$ cat config.mk
export PLATFORM = sky130hd
export DESIGN_NAME = ex_stage_flat
export DESIGN_NICKNAME = d
export VERILOG_FILES = /design/src/rtl/ex_stage_if.sv /design/src/rtl/ex_stage.sv /design/src/flat_wrapper.sv
export SDC_FILE = /design/constraint.sdc
export NUM_CORES = 1
export LEC_CHECK = 0
export BUFFER_PORTS_ARGS = -buffer_cell sky130_fd_sc_hd__buf_2
export CORE_MARGIN = 10
export CORE_UTILIZATION = 38
export DETAILED_ROUTE_END_ITERATION = 6
export PLACE_DENSITY = 0.54
export SETUP_SLACK_MARGIN = 0.02
export SLEW_MARGIN = 25
export SYNTH_ARGS = -nofsm -noshare
export SYNTH_HDL_FRONTEND = slang
export SYNTH_SLANG_ARGS = --single-unit
export TNS_END_PERCENT = 30
$ cat constraint.sdc
create_clock -name clk -period 13.55 [get_ports clk]
set_clock_uncertainty 0.15 [all_clocks]
set_input_delay 0.6775 -clock clk [delete_from_list [all_inputs] [get_ports clk]]
set_output_delay 0.6775 -clock clk [all_outputs]
set_load 0.1 [all_outputs]
$ cat src/rtl/ex_stage_if.sv
`default_nettype none
// ============================================================================
// Module   : ex_stage_if
// Purpose  : Pipeline handshake, bus and data-SRAM request bundle around the
//            execute stage. The master side is the EX stage itself; the slave
//            side is the surrounding pipeline (ID, MEM) and the SRAM.
// Revision : 1.0  initial release
// ============================================================================
interface ex_stage_if;
  logic         ex_allowin;
  logic         id_to_ex_valid;
  logic [154:0] id_to_ex_bus;
  logic         mem_allowin;
  logic         ex_to_mem_valid;
  logic [138:0] ex_to_mem_bus;
  logic [38:0]  ex_to_id_bus;
  logic         data_sram_en;
  logic [3:0]   data_sram_we;
  logic [31:0]  data_sram_addr;
  logic [31:0]  data_sram_wdata;

  modport master (
    input  id_to_ex_valid, id_to_ex_bus, mem_allowin,
    output ex_allowin, ex_to_mem_valid, ex_to_mem_bus, ex_to_id_bus,
    output data_sram_en, data_sram_we, data_sram_addr, data_sram_wdata
  );

  modport slave (
    output id_to_ex_valid, id_to_ex_bus, mem_allowin,
    input  ex_allowin, ex_to_mem_valid, ex_to_mem_bus, ex_to_id_bus,
    input  data_sram_en, data_sram_we, data_sram_addr, data_sram_wdata
  );
endinterface
`default_nettype wire

$ cat src/rtl/ex_stage.sv
`default_nettype none
// ============================================================================
// Module   : ex_stage
// Purpose  : Execute stage of the 5-stage in-order pipeline. Holds one
//            instruction from ID, computes the ALU result, runs a restoring
//            iterative divider for div/mod, and issues the data-SRAM request
//            on the EX->MEM transfer cycle.
//            alu_op is one-hot: [0] add [1] sub [2] slt [3] sltu [4] and
//            [5] nor [6] or [7] xor [8] sll [9] srl [10] sra [11] lui(src2).
// Revision : 1.0  initial release
// ============================================================================
module ex_stage #(
  parameter int DIV_ITER = 32
) (
  input  logic       clk,
  input  logic       resetn,
  ex_stage_if.master io
);
  localparam int               CNT_W    = $clog2(DIV_ITER);
  localparam logic [CNT_W-1:0] CNT_LAST = CNT_W'(DIV_ITER - 1);

  typedef enum logic [1:0] {
    DIV_IDLE = 2'd0,
    DIV_RUN  = 2'd1,
    DIV_DONE = 2'd2
  } div_state_e;

  // ---------------- instruction register ----------------
  logic         ex_valid_q, ex_valid_d;
  logic [154:0] bus_q, bus_d;

  logic [31:0] pc, src1, src2, rkd;
  logic [11:0] alu_op;
  logic        res_from_mem, rf_we, mem_en;
  logic [4:0]  rf_waddr;
  logic [3:0]  ld_st_type;
  logic        div_valid, div_signed, div_rem;

  assign {pc, alu_op, src1, src2, rkd, res_from_mem, rf_we, rf_waddr,
          mem_en, ld_st_type, div_valid, div_signed, div_rem} = bus_q;

  logic ex_ready_go, ex_allowin, accept;
  div_state_e div_state_q, div_state_d;

  assign ex_ready_go = ~div_valid | (div_state_q == DIV_DONE);
  assign ex_allowin  = ~ex_valid_q | (ex_ready_go & io.mem_allowin);
  assign accept      = io.id_to_ex_valid & ex_allowin;

  // Next-state of the stage: valid follows ID whenever EX can take a slot.
  always_comb begin
    ex_valid_d = ex_valid_q;
    bus_d      = bus_q;
    if (ex_allowin) ex_valid_d = io.id_to_ex_valid;
    if (accept)     bus_d      = io.id_to_ex_bus;
  end

  // Stage registers; payload needs no reset because valid qualifies it.
  always_ff @(posedge clk) begin
    if (!resetn) ex_valid_q <= 1'b0;
    else         ex_valid_q <= ex_valid_d;
    bus_q <= bus_d;
  end

  // ---------------- ALU ----------------
  logic [31:0] add_res, sub_res, sll_res, srl_res, sra_res, alu_result;
  logic        slt_res, sltu_res;

  assign add_res  = src1 + src2;
  assign sub_res  = src1 - src2;
  assign slt_res  = $signed(src1) < $signed(src2);
  assign sltu_res = src1 < src2;
  assign sll_res  = src1 << src2[4:0];
  assign srl_res  = src1 >> src2[4:0];
  assign sra_res  = 32'($signed(src1) >>> src2[4:0]);

  assign alu_result = ({32{alu_op[0]}}  & add_res)
                    | ({32{alu_op[1]}}  & sub_res)
                    | ({32{alu_op[2]}}  & {31'b0, slt_res})
                    | ({32{alu_op[3]}}  & {31'b0, sltu_res})
                    | ({32{alu_op[4]}}  & (src1 & src2))
                    | ({32{alu_op[5]}}  & ~(src1 | src2))
                    | ({32{alu_op[6]}}  & (src1 | src2))
                    | ({32{alu_op[7]}}  & (src1 ^ src2))
                    | ({32{alu_op[8]}}  & sll_res)
                    | ({32{alu_op[9]}}  & srl_res)
                    | ({32{alu_op[10]}} & sra_res)
                    | ({32{alu_op[11]}} & src2);

  // ---------------- divider ----------------
  logic [CNT_W-1:0] cnt_q, cnt_d;
  logic [31:0]      rem_q, rem_d, quo_q, quo_d, divisor_q, divisor_d;
  logic             q_neg_q, q_neg_d, r_neg_q, r_neg_d;
  logic [33:0]      trial;

  // One restoring step: shift the next dividend bit into the partial
  // remainder and try to subtract the divisor; bit 33 set means it did not fit.
  assign trial = {1'b0, rem_q, quo_q[31]} - {2'b00, divisor_q};

  // Divider FSM next state: magnitudes and sign flags are captured on entry,
  // quo_q doubles as the dividend shifter and the quotient accumulator.
  always_comb begin
    div_state_d = div_state_q;
    cnt_d       = cnt_q;
    rem_d       = rem_q;
    quo_d       = quo_q;
    divisor_d   = divisor_q;
    q_neg_d     = q_neg_q;
    r_neg_d     = r_neg_q;
    case (div_state_q)
      DIV_IDLE: begin
        if (ex_valid_q && div_valid) begin
          div_state_d = DIV_RUN;
          cnt_d       = '0;
          rem_d       = '0;
          quo_d       = (div_signed && src1[31]) ? -src1 : src1;
          divisor_d   = (div_signed && src2[31]) ? -src2 : src2;
          q_neg_d     = div_signed & (src1[31] ^ src2[31]);
          r_neg_d     = div_signed & src1[31];
        end
      end
      DIV_RUN: begin
        quo_d = {quo_q[30:0], ~trial[33]};
        rem_d = trial[33] ? {rem_q[30:0], quo_q[31]} : trial[31:0];
        if (cnt_q == CNT_LAST) div_state_d = DIV_DONE;
        else                   cnt_d       = cnt_q + 1'b1;
      end
      DIV_DONE: begin
        if (io.ex_to_mem_valid && io.mem_allowin) begin
          div_state_d = DIV_IDLE;
          cnt_d       = '0;
        end
      end
      default: div_state_d = DIV_IDLE;
    endcase
  end

  // Divider registers; only control is reset, so reset aborts a division.
  always_ff @(posedge clk) begin
    if (!resetn) begin
      div_state_q <= DIV_IDLE;
      cnt_q       <= '0;
    end else begin
      div_state_q <= div_state_d;
      cnt_q       <= cnt_d;
    end
    rem_q     <= rem_d;
    quo_q     <= quo_d;
    divisor_q <= divisor_d;
    q_neg_q   <= q_neg_d;
    r_neg_q   <= r_neg_d;
  end

  logic [31:0] div_q, div_r, ex_result;

  // Sign fixup; a zero divisor returns all-ones and the untouched dividend.
  always_comb begin
    div_q = q_neg_q ? -quo_q : quo_q;
    div_r = r_neg_q ? -rem_q : rem_q;
    if (divisor_q == 32'd0) begin
      div_q = 32'hFFFF_FFFF;
      div_r = src1;
    end
  end

  assign ex_result = div_valid ? (div_rem ? div_r : div_q) : alu_result;

  // ---------------- data SRAM request ----------------
  logic [3:0]  be_mask;
  logic [31:0] st_data;

  // Byte lanes and replicated store data from access size and address LSBs.
  always_comb begin
    be_mask = 4'b1111;
    st_data = rkd;
    case (ld_st_type[1:0])
      2'b00: begin
        be_mask = 4'b0001 << alu_result[1:0];
        st_data = {4{rkd[7:0]}};
      end
      2'b01: begin
        be_mask = alu_result[1] ? 4'b1100 : 4'b0011;
        st_data = {2{rkd[15:0]}};
      end
      default: begin
        be_mask = 4'b1111;
        st_data = rkd;
      end
    endcase
  end

  // The request fires only on the transfer cycle so read data meets MEM.
  assign io.data_sram_en    = ex_valid_q & mem_en & ex_ready_go & io.mem_allowin;
  assign io.data_sram_we    = (io.data_sram_en & ld_st_type[2]) ? be_mask : 4'b0000;
  assign io.data_sram_addr  = alu_result;
  assign io.data_sram_wdata = st_data;

  // ---------------- stage outputs ----------------
  logic fwd_we, fwd_block;
  assign fwd_we    = ex_valid_q & rf_we;
  assign fwd_block = ex_valid_q & rf_we & (res_from_mem | ~ex_ready_go);

  assign io.ex_allowin      = ex_allowin;
  assign io.ex_to_mem_valid = ex_valid_q & ex_ready_go;
  assign io.ex_to_mem_bus   = {pc, res_from_mem, rf_we, rf_waddr, ex_result,
                               rkd, alu_result, ld_st_type};
  assign io.ex_to_id_bus    = {fwd_we, fwd_block, rf_waddr, ex_result};
endmodule
`default_nettype wire

$ cat src/flat_wrapper.sv
// flat-port wrapper written by rule: the top's interface ports become plain ports
module ex_stage_flat 
#(
  parameter int DIV_ITER = 32
)
  (clk, resetn, io_id_to_ex_valid, io_id_to_ex_bus, io_mem_allowin, io_ex_allowin, io_ex_to_mem_valid, io_ex_to_mem_bus, io_ex_to_id_bus, io_data_sram_en, io_data_sram_we, io_data_sram_addr, io_data_sram_wdata);
  ex_stage_if io_i ();
  input  logic clk;
  input  logic resetn;
  input wire logic [$bits(io_i.id_to_ex_valid)-1:0] io_id_to_ex_valid;
  input wire logic [$bits(io_i.id_to_ex_bus)-1:0] io_id_to_ex_bus;
  input wire logic [$bits(io_i.mem_allowin)-1:0] io_mem_allowin;
  output wire logic [$bits(io_i.ex_allowin)-1:0] io_ex_allowin;
  output wire logic [$bits(io_i.ex_to_mem_valid)-1:0] io_ex_to_mem_valid;
  output wire logic [$bits(io_i.ex_to_mem_bus)-1:0] io_ex_to_mem_bus;
  output wire logic [$bits(io_i.ex_to_id_bus)-1:0] io_ex_to_id_bus;
  output wire logic [$bits(io_i.data_sram_en)-1:0] io_data_sram_en;
  output wire logic [$bits(io_i.data_sram_we)-1:0] io_data_sram_we;
  output wire logic [$bits(io_i.data_sram_addr)-1:0] io_data_sram_addr;
  output wire logic [$bits(io_i.data_sram_wdata)-1:0] io_data_sram_wdata;
  assign io_i.id_to_ex_valid = io_id_to_ex_valid;
  assign io_i.id_to_ex_bus = io_id_to_ex_bus;
  assign io_i.mem_allowin = io_mem_allowin;
  assign io_ex_allowin = io_i.ex_allowin;
  assign io_ex_to_mem_valid = io_i.ex_to_mem_valid;
  assign io_ex_to_mem_bus = io_i.ex_to_mem_bus;
  assign io_ex_to_id_bus = io_i.ex_to_id_bus;
  assign io_data_sram_en = io_i.data_sram_en;
  assign io_data_sram_we = io_i.data_sram_we;
  assign io_data_sram_addr = io_i.data_sram_addr;
  assign io_data_sram_wdata = io_i.data_sram_wdata;
  ex_stage #(.DIV_ITER(DIV_ITER)) u_core (.clk(clk), .resetn(resetn), .io(io_i));
endmodule
---- Word-level counts from Yosys, hierarchy flattened ----
Index checks and enable logic that the tools add are counted.
storage, ports and cells
  logic and storage cells ................. 115
  input bits .............................. 159
  register bits after elaboration ......... 261
  output and inout port bits .............. 249
operators by class
  order comparisons ....................... 2
  reduce and logical (&&, ||, !) cells .... 13
  eq/ne operators ......................... 8
  $add $sub $neg .......................... 8
  mux-type cells .......................... 25
  shift-type cells ........................ 4
  bitwise gates (word level) .............. 46
operator list
  kind                   count
  $or A32 B32 Y32        12
  $and A32 B32 Y32       11
  $mux W32               11
  $pmux W32 S2           3
  $neg A32 Y32           4
  $and A32 B1 Y32        2
  $lt A32 B32 Y1         2
  $sub A33 B32 Y34       1
  $add A32 B32 Y32       1
  $logic_not A32 Y1      1
  $not A32 Y32           1
  $shl A32 B5 Y32        1
  $shr A32 B5 Y32        1
  $sshr A32 B5 Y32       1
  $sub A32 B32 Y32       1
  $xor A32 B32 Y32       1
  $mux W5                3
  $pmux W5 S3            1
  $and A1 B1 Y1          11
  $mux W4                2
  $pmux W4 S2            1
  $mux W2                3
  $pmux W2 S3            1
  $add A5 B1 Y5 const B  1
  other kinds (16)       29

---- Logic depth before layout (Yosys ltp) ----
  word-level depth ........................ 16
  mapped depth ............................ 16
  gate-level depth less buffers ........... 13

---- Least setup slack after synthesis ----
OpenSTA, ideal clock, no wires.
  path type ............................... reg-to-output
  from .................................... reg u_core.bus_q[48]
  to ...................................... out io_ex_to_mem_bus[72]
  path buffers ............................ 5
  slack ................................... 5.226 ns
  arrival ................................. 7.496 ns
  stages on the path, launching flop included .. 13
  required time ........................... 12.722 ns
  path through ............................ edfxtp_1 buf_2 buf_2 buf_2 buf_2 mux2i_1 nand2_1 and3_1 a211oi_1 o311ai_0 nor2_1 a21oi_1 buf_4
between the ends
  cells in the longest elaborated chain, start to end .. 14
  elaborated cells between the ends (all ways) .. 22
  those cells by class .................... 2 x add/sub; 3 x shift; 1 x mux; 16 x bitwise
RTL lines
  item                                                         RTL line                        text
  start: declaration                                           ex_stage.sv:30                  logic [154:0] bus_q, bus_d;
  start signal: assignment                                     ex_stage.sv:61                  bus_q <= bus_d;
  $add A32 B32 Y32 / $sub A32 B32 Y32 (equally long branches)  ex_stage.sv:68, ex_stage.sv:69
  $and A32 B32 Y32, on equally long branches                   ex_stage.sv:76, ex_stage.sv:77
  $or A32 B32 Y32                                              ex_stage.sv:77                  | ({32{alu_op[1]}} & sub_res)
  $or A32 B32 Y32                                              ex_stage.sv:78                  | ({32{alu_op[2]}} & {31'b0, slt_res})
  $or A32 B32 Y32                                              ex_stage.sv:79                  | ({32{alu_op[3]}} & {31'b0, sltu_res})
  $or A32 B32 Y32                                              ex_stage.sv:80                  | ({32{alu_op[4]}} & (src1 & src2))
  $or A32 B32 Y32                                              ex_stage.sv:81                  | ({32{alu_op[5]}} & ~(src1 | src2))
  $or A32 B32 Y32                                              ex_stage.sv:82                  | ({32{alu_op[6]}} & (src1 | src2))
  $or A32 B32 Y32                                              ex_stage.sv:83                  | ({32{alu_op[7]}} & (src1 ^ src2))
  $or A32 B32 Y32                                              ex_stage.sv:84                  | ({32{alu_op[8]}} & sll_res)
  $or A32 B32 Y32                                              ex_stage.sv:85                  | ({32{alu_op[9]}} & srl_res)
  $or A32 B32 Y32 *                                            ex_stage.sv:86                  | ({32{alu_op[10]}} & sra_res)
  $or A32 B32 Y32 *                                            ex_stage.sv:87                  | ({32{alu_op[11]}} & src2);
  named net io_data_sram_addr[4]                               flat_wrapper.sv:19              output wire logic [$bits(io_i.data_sram_addr)-1:0] io_data_sram_addr;
  $mux W32 *                                                   ex_stage.sv:165                 assign ex_result = div_valid ? (div_rem ? div_r : div_q) : alu_result;
  end: declaration                                             flat_wrapper.sv:15              output wire logic [$bits(io_i.ex_to_mem_bus)-1:0] io_ex_to_mem_bus;
The timed path passes the listed nets; every way through them passes the cells marked *.

---- Worst setup path in the final report ----
  from .................................... reg u_core.bus_q[49]
  to ...................................... out io_ex_to_mem_bus[93]
between the ends
  cells in the longest elaborated chain, start to end .. 14
  elaborated cells between the ends (all ways) .. 22
  those cells by class .................... 2 x add/sub; 3 x shift; 1 x mux; 16 x bitwise
RTL lines
  item                                                         RTL line
  $add A32 B32 Y32 / $sub A32 B32 Y32 (equally long branches)  ex_stage.sv:68, ex_stage.sv:69
  $and A32 B32 Y32, on equally long branches                   ex_stage.sv:76, ex_stage.sv:77
  $or A32 B32 Y32                                              ex_stage.sv:77
  $or A32 B32 Y32                                              ex_stage.sv:78
  $or A32 B32 Y32                                              ex_stage.sv:79
  $or A32 B32 Y32                                              ex_stage.sv:80
  $or A32 B32 Y32                                              ex_stage.sv:81
  $or A32 B32 Y32                                              ex_stage.sv:82
  $or A32 B32 Y32                                              ex_stage.sv:83
  $or A32 B32 Y32                                              ex_stage.sv:84
  $or A32 B32 Y32                                              ex_stage.sv:85
  $or A32 B32 Y32 *                                            ex_stage.sv:86
  $or A32 B32 Y32 *                                            ex_stage.sv:87
  $mux W32 *                                                   ex_stage.sv:165
Every way passes the cells marked *; elsewhere a longest branch is shown, timed or not.

==> metrics.cfg <==
[layout]
final_common_cell = buf_2
area_growth_pct = 11.6
nets = 3323
most-common-layout-cells = buf_2 (407), nand2_1 (258), edfxtp_1 (253)
design_area_um2 = 28100
antenna_cells = 0
drive_gt1_frac = 0.220
fillers = 6570

[global_route]
grt.overflow.total = 0
grt_antenna_before_repair = 9
grtUsageTotal = 0.307
first_global_vias = 23600
grt_pass1_wl_um = 176000
grt_max_degree = 73

[worst_setup_path]
cp_max_fo = 72
crit_path_top_delay_cell = a2111oi_0
cp_cell_sequence = buf_4 -> inv_2 -> buf_4 -> ha_1 -> o211ai_1 -> a2111oi_0 -> nor3_1 -> o31ai_2 -> a21oi_1 -> o21a_1 -> o211ai_1 -> a21o_1 -> buf_2
cp.arrival_ps = 6210
critPathCaptureType = output pin
crit_required_ps = 12720
r2r_slack_ps = 9010
critPathKind = flip-flop to output pin
cp-start-kind = flip-flop
slowest_delay_ps = 930

[cts]
cts_resized = 0
cts_buffers = 35
cts_sinks = 261
ctsHoldBuffers = 0
cts_max_level = 2
clock_path_buffers = 3
insertion_delay_ps = 570
cts_setup_buffers = 0
clk_pin_slew_ps = 60
cts_root_buf = clkbuf_16
tritoncts = built

[placed_design]
dp_hpwl_um = 96600
dp_slack_ps = 7140
dpl_cell_area_um2 = 26900
port_buffers = 407
place_congestion = 1.03

[floorplanning]
die_y_um = 278
num_rows = 94
dieArea_um2 = 77000
initial_core_util = 0.383
fp.coreArea_um2 = 65700
die_width_um = 278
pin_count = 408

[yosys]
avgSynthCellArea_um2 = 8.82
synth-main-ff-cell = edfxtp_1
ys_warn_count = 0
synth_fp_nets = 3155
ys_seq_area_frac = 0.308
ys_types = 97
synth_edf_count = 253
async_flop_share = 0
syn_inst = 2858
yosys_register_bits = 261
syn-cell-area_um2 = 25200

[route]
antenna_left = 0
drt_iter0_drc = 3269
viasPerCell = 6.26
wl_per_cell_um = 31.8
vias = 24500
first_pass_iters = 7
post-route-drc-count = 3
drt_wl_total_um = 125000

[timing]
fin_ws_ps = 6510
slew_violations = 0
rsz0062_at_grt = no
hold_viol_final = 0
relSlewSlack = 0.217
period_share = 0.519
tightest_slew_ps = 1150
setup_viol = 0
setup-tns-final_ps = 0
period_needed_ps = 7040
max_freq_ghz = 0.142

[pwr]
p_leak_nw = 11.4
cellPowerDensity_nw_per_um2 = 122
vdd_ir_drop_max_v = 0.000106

[status]
outcome = finished, violations left
violations = DRC

[hold_path]
hold_class = input port to flip-flop

[run]
max-cap-violations = 0

-- cell type report --
type                       instances  area (µm²)  share of cell area
clock inverter                    20         216             0.00770
timing repair buffer             481        2600              0.0925
inverter                         152         571              0.0203
tap                              864        1080              0.0385
clock buffer                      42         922              0.0328
multi-input combinational       2095       15000               0.532
sequential                       261        7760               0.276
-- sequential cells by signal, summed over array words and instances, names as in the netlist --
register	cells
u_core.r_neg_q	1
u_core.bus_q	155
u_core.quo_q	32
u_core.q_neg_q	1
u_core.cnt_q	5
u_core.divisor_q	32
u_core.rem_q	32
u_core.div_state_q	2
u_core.ex_valid_q	1
-- routing by layer --
metal | wire length, µm | vias to the layer above | GRT usage | share of wire
li1 | - | 10800 | - | -
met1 | 52500 | 12100 | 0.412 | 0.42
met2 | 54400 | 1427 | 0.469 | 0.44
met3 | 12600 | 223 | 0.0767 | 0.10
met4 | 4990 | 2 | 0.112 | 0.040
met5 | 13 | - | 0 | 0.00010
-- final timing paths --
kind | cells past startpoint | end | start
worst min-delay path | 1 | u_core.bus_q[104] | io_id_to_ex_bus[104]
worst max-delay path | 13 | io_ex_to_mem_bus[93] | u_core.bus_q[49]
worst max register to register | 12 | u_core.divisor_q[29] | u_core.bus_q[47]
worst min register to register | 2 | u_core.cnt_q[4] | u_core.cnt_q[4]
-- stage by stage --
step	std cells	utilization	hold slack, ps	total power, W
3_3_place_gp	3850	0.409	338	0.00245
2_1_floorplan	2858	-	322	0.00210
4_1_cts	3912	0.427	91.3	0.00341
3_5_place_dp	3850	0.410	362	0.00245
5_1_grt	3915	0.428	113	0.00353
6_report	3915	0.428	124	0.00342
-- where the power goes --
part	switching [W]	internal, W	leakage (nW)
registers	0.0000615	0.000956	2.48
clock network	0.000397	0.000547	0.549
logic	0.00111	0.000348	8.39
-- synthesized netlist by cell type (all sizes together) (18+ instances only) --
library cell / count / area, µm²
a211oi: 30 / 225
a21o: 61 / 458
a21oi: 172 / 865
a221oi: 32 / 287
a222oi: 30 / 300
a31oi: 34 / 213
and3: 20 / 125
buf: 207 / 1420
clkbuf: 143 / 541
edfxtp: 253 / 7600
ha: 135 / 1690
inv: 150 / 563
mux2: 48 / 544
mux2i: 118 / 1180
mux4: 32 / 721
nand2: 259 / 972
nand2b: 23 / 144
nand3: 58 / 290
nand4: 23 / 150
nor2: 210 / 796
nor2b: 27 / 169
nor3: 54 / 280
nor4: 26 / 190
o211ai: 27 / 203
o21ai: 193 / 970
o22ai: 24 / 150
o31ai: 40 / 324
o41ai: 18 / 180
xnor2: 114 / 998
xor2: 63 / 552
-- critical path: cells and delay by family (launching register included) --
family	cells	cell delay, ps
AO/OA/AOI/OAI	7	2990
adder cells (fa/ha/maj)	1	570
buffers and inverters	4	1450
AND/OR/NAND/NOR	1	280
flip-flops	1	320
-- kinds of logic (layout without fill, tap and decap cells) --
| group | after synthesis | in the layout | share of synthesized area |
|---|---|---|---|
| compound gates | 814 | 814 | 0.220 |
| xor+xnor | 177 | 177 | 0.0615 |
| fa+ha+maj | 138 | 138 | 0.0694 |
| buf+inv | 502 | 695 | 0.100 |
| flops | 261 | 261 | 0.308 |
| mux | 198 | 198 | 0.0971 |
| simple gates | 768 | 768 | 0.143 |
No activity file was read; power rests on OpenSTA's default activity.
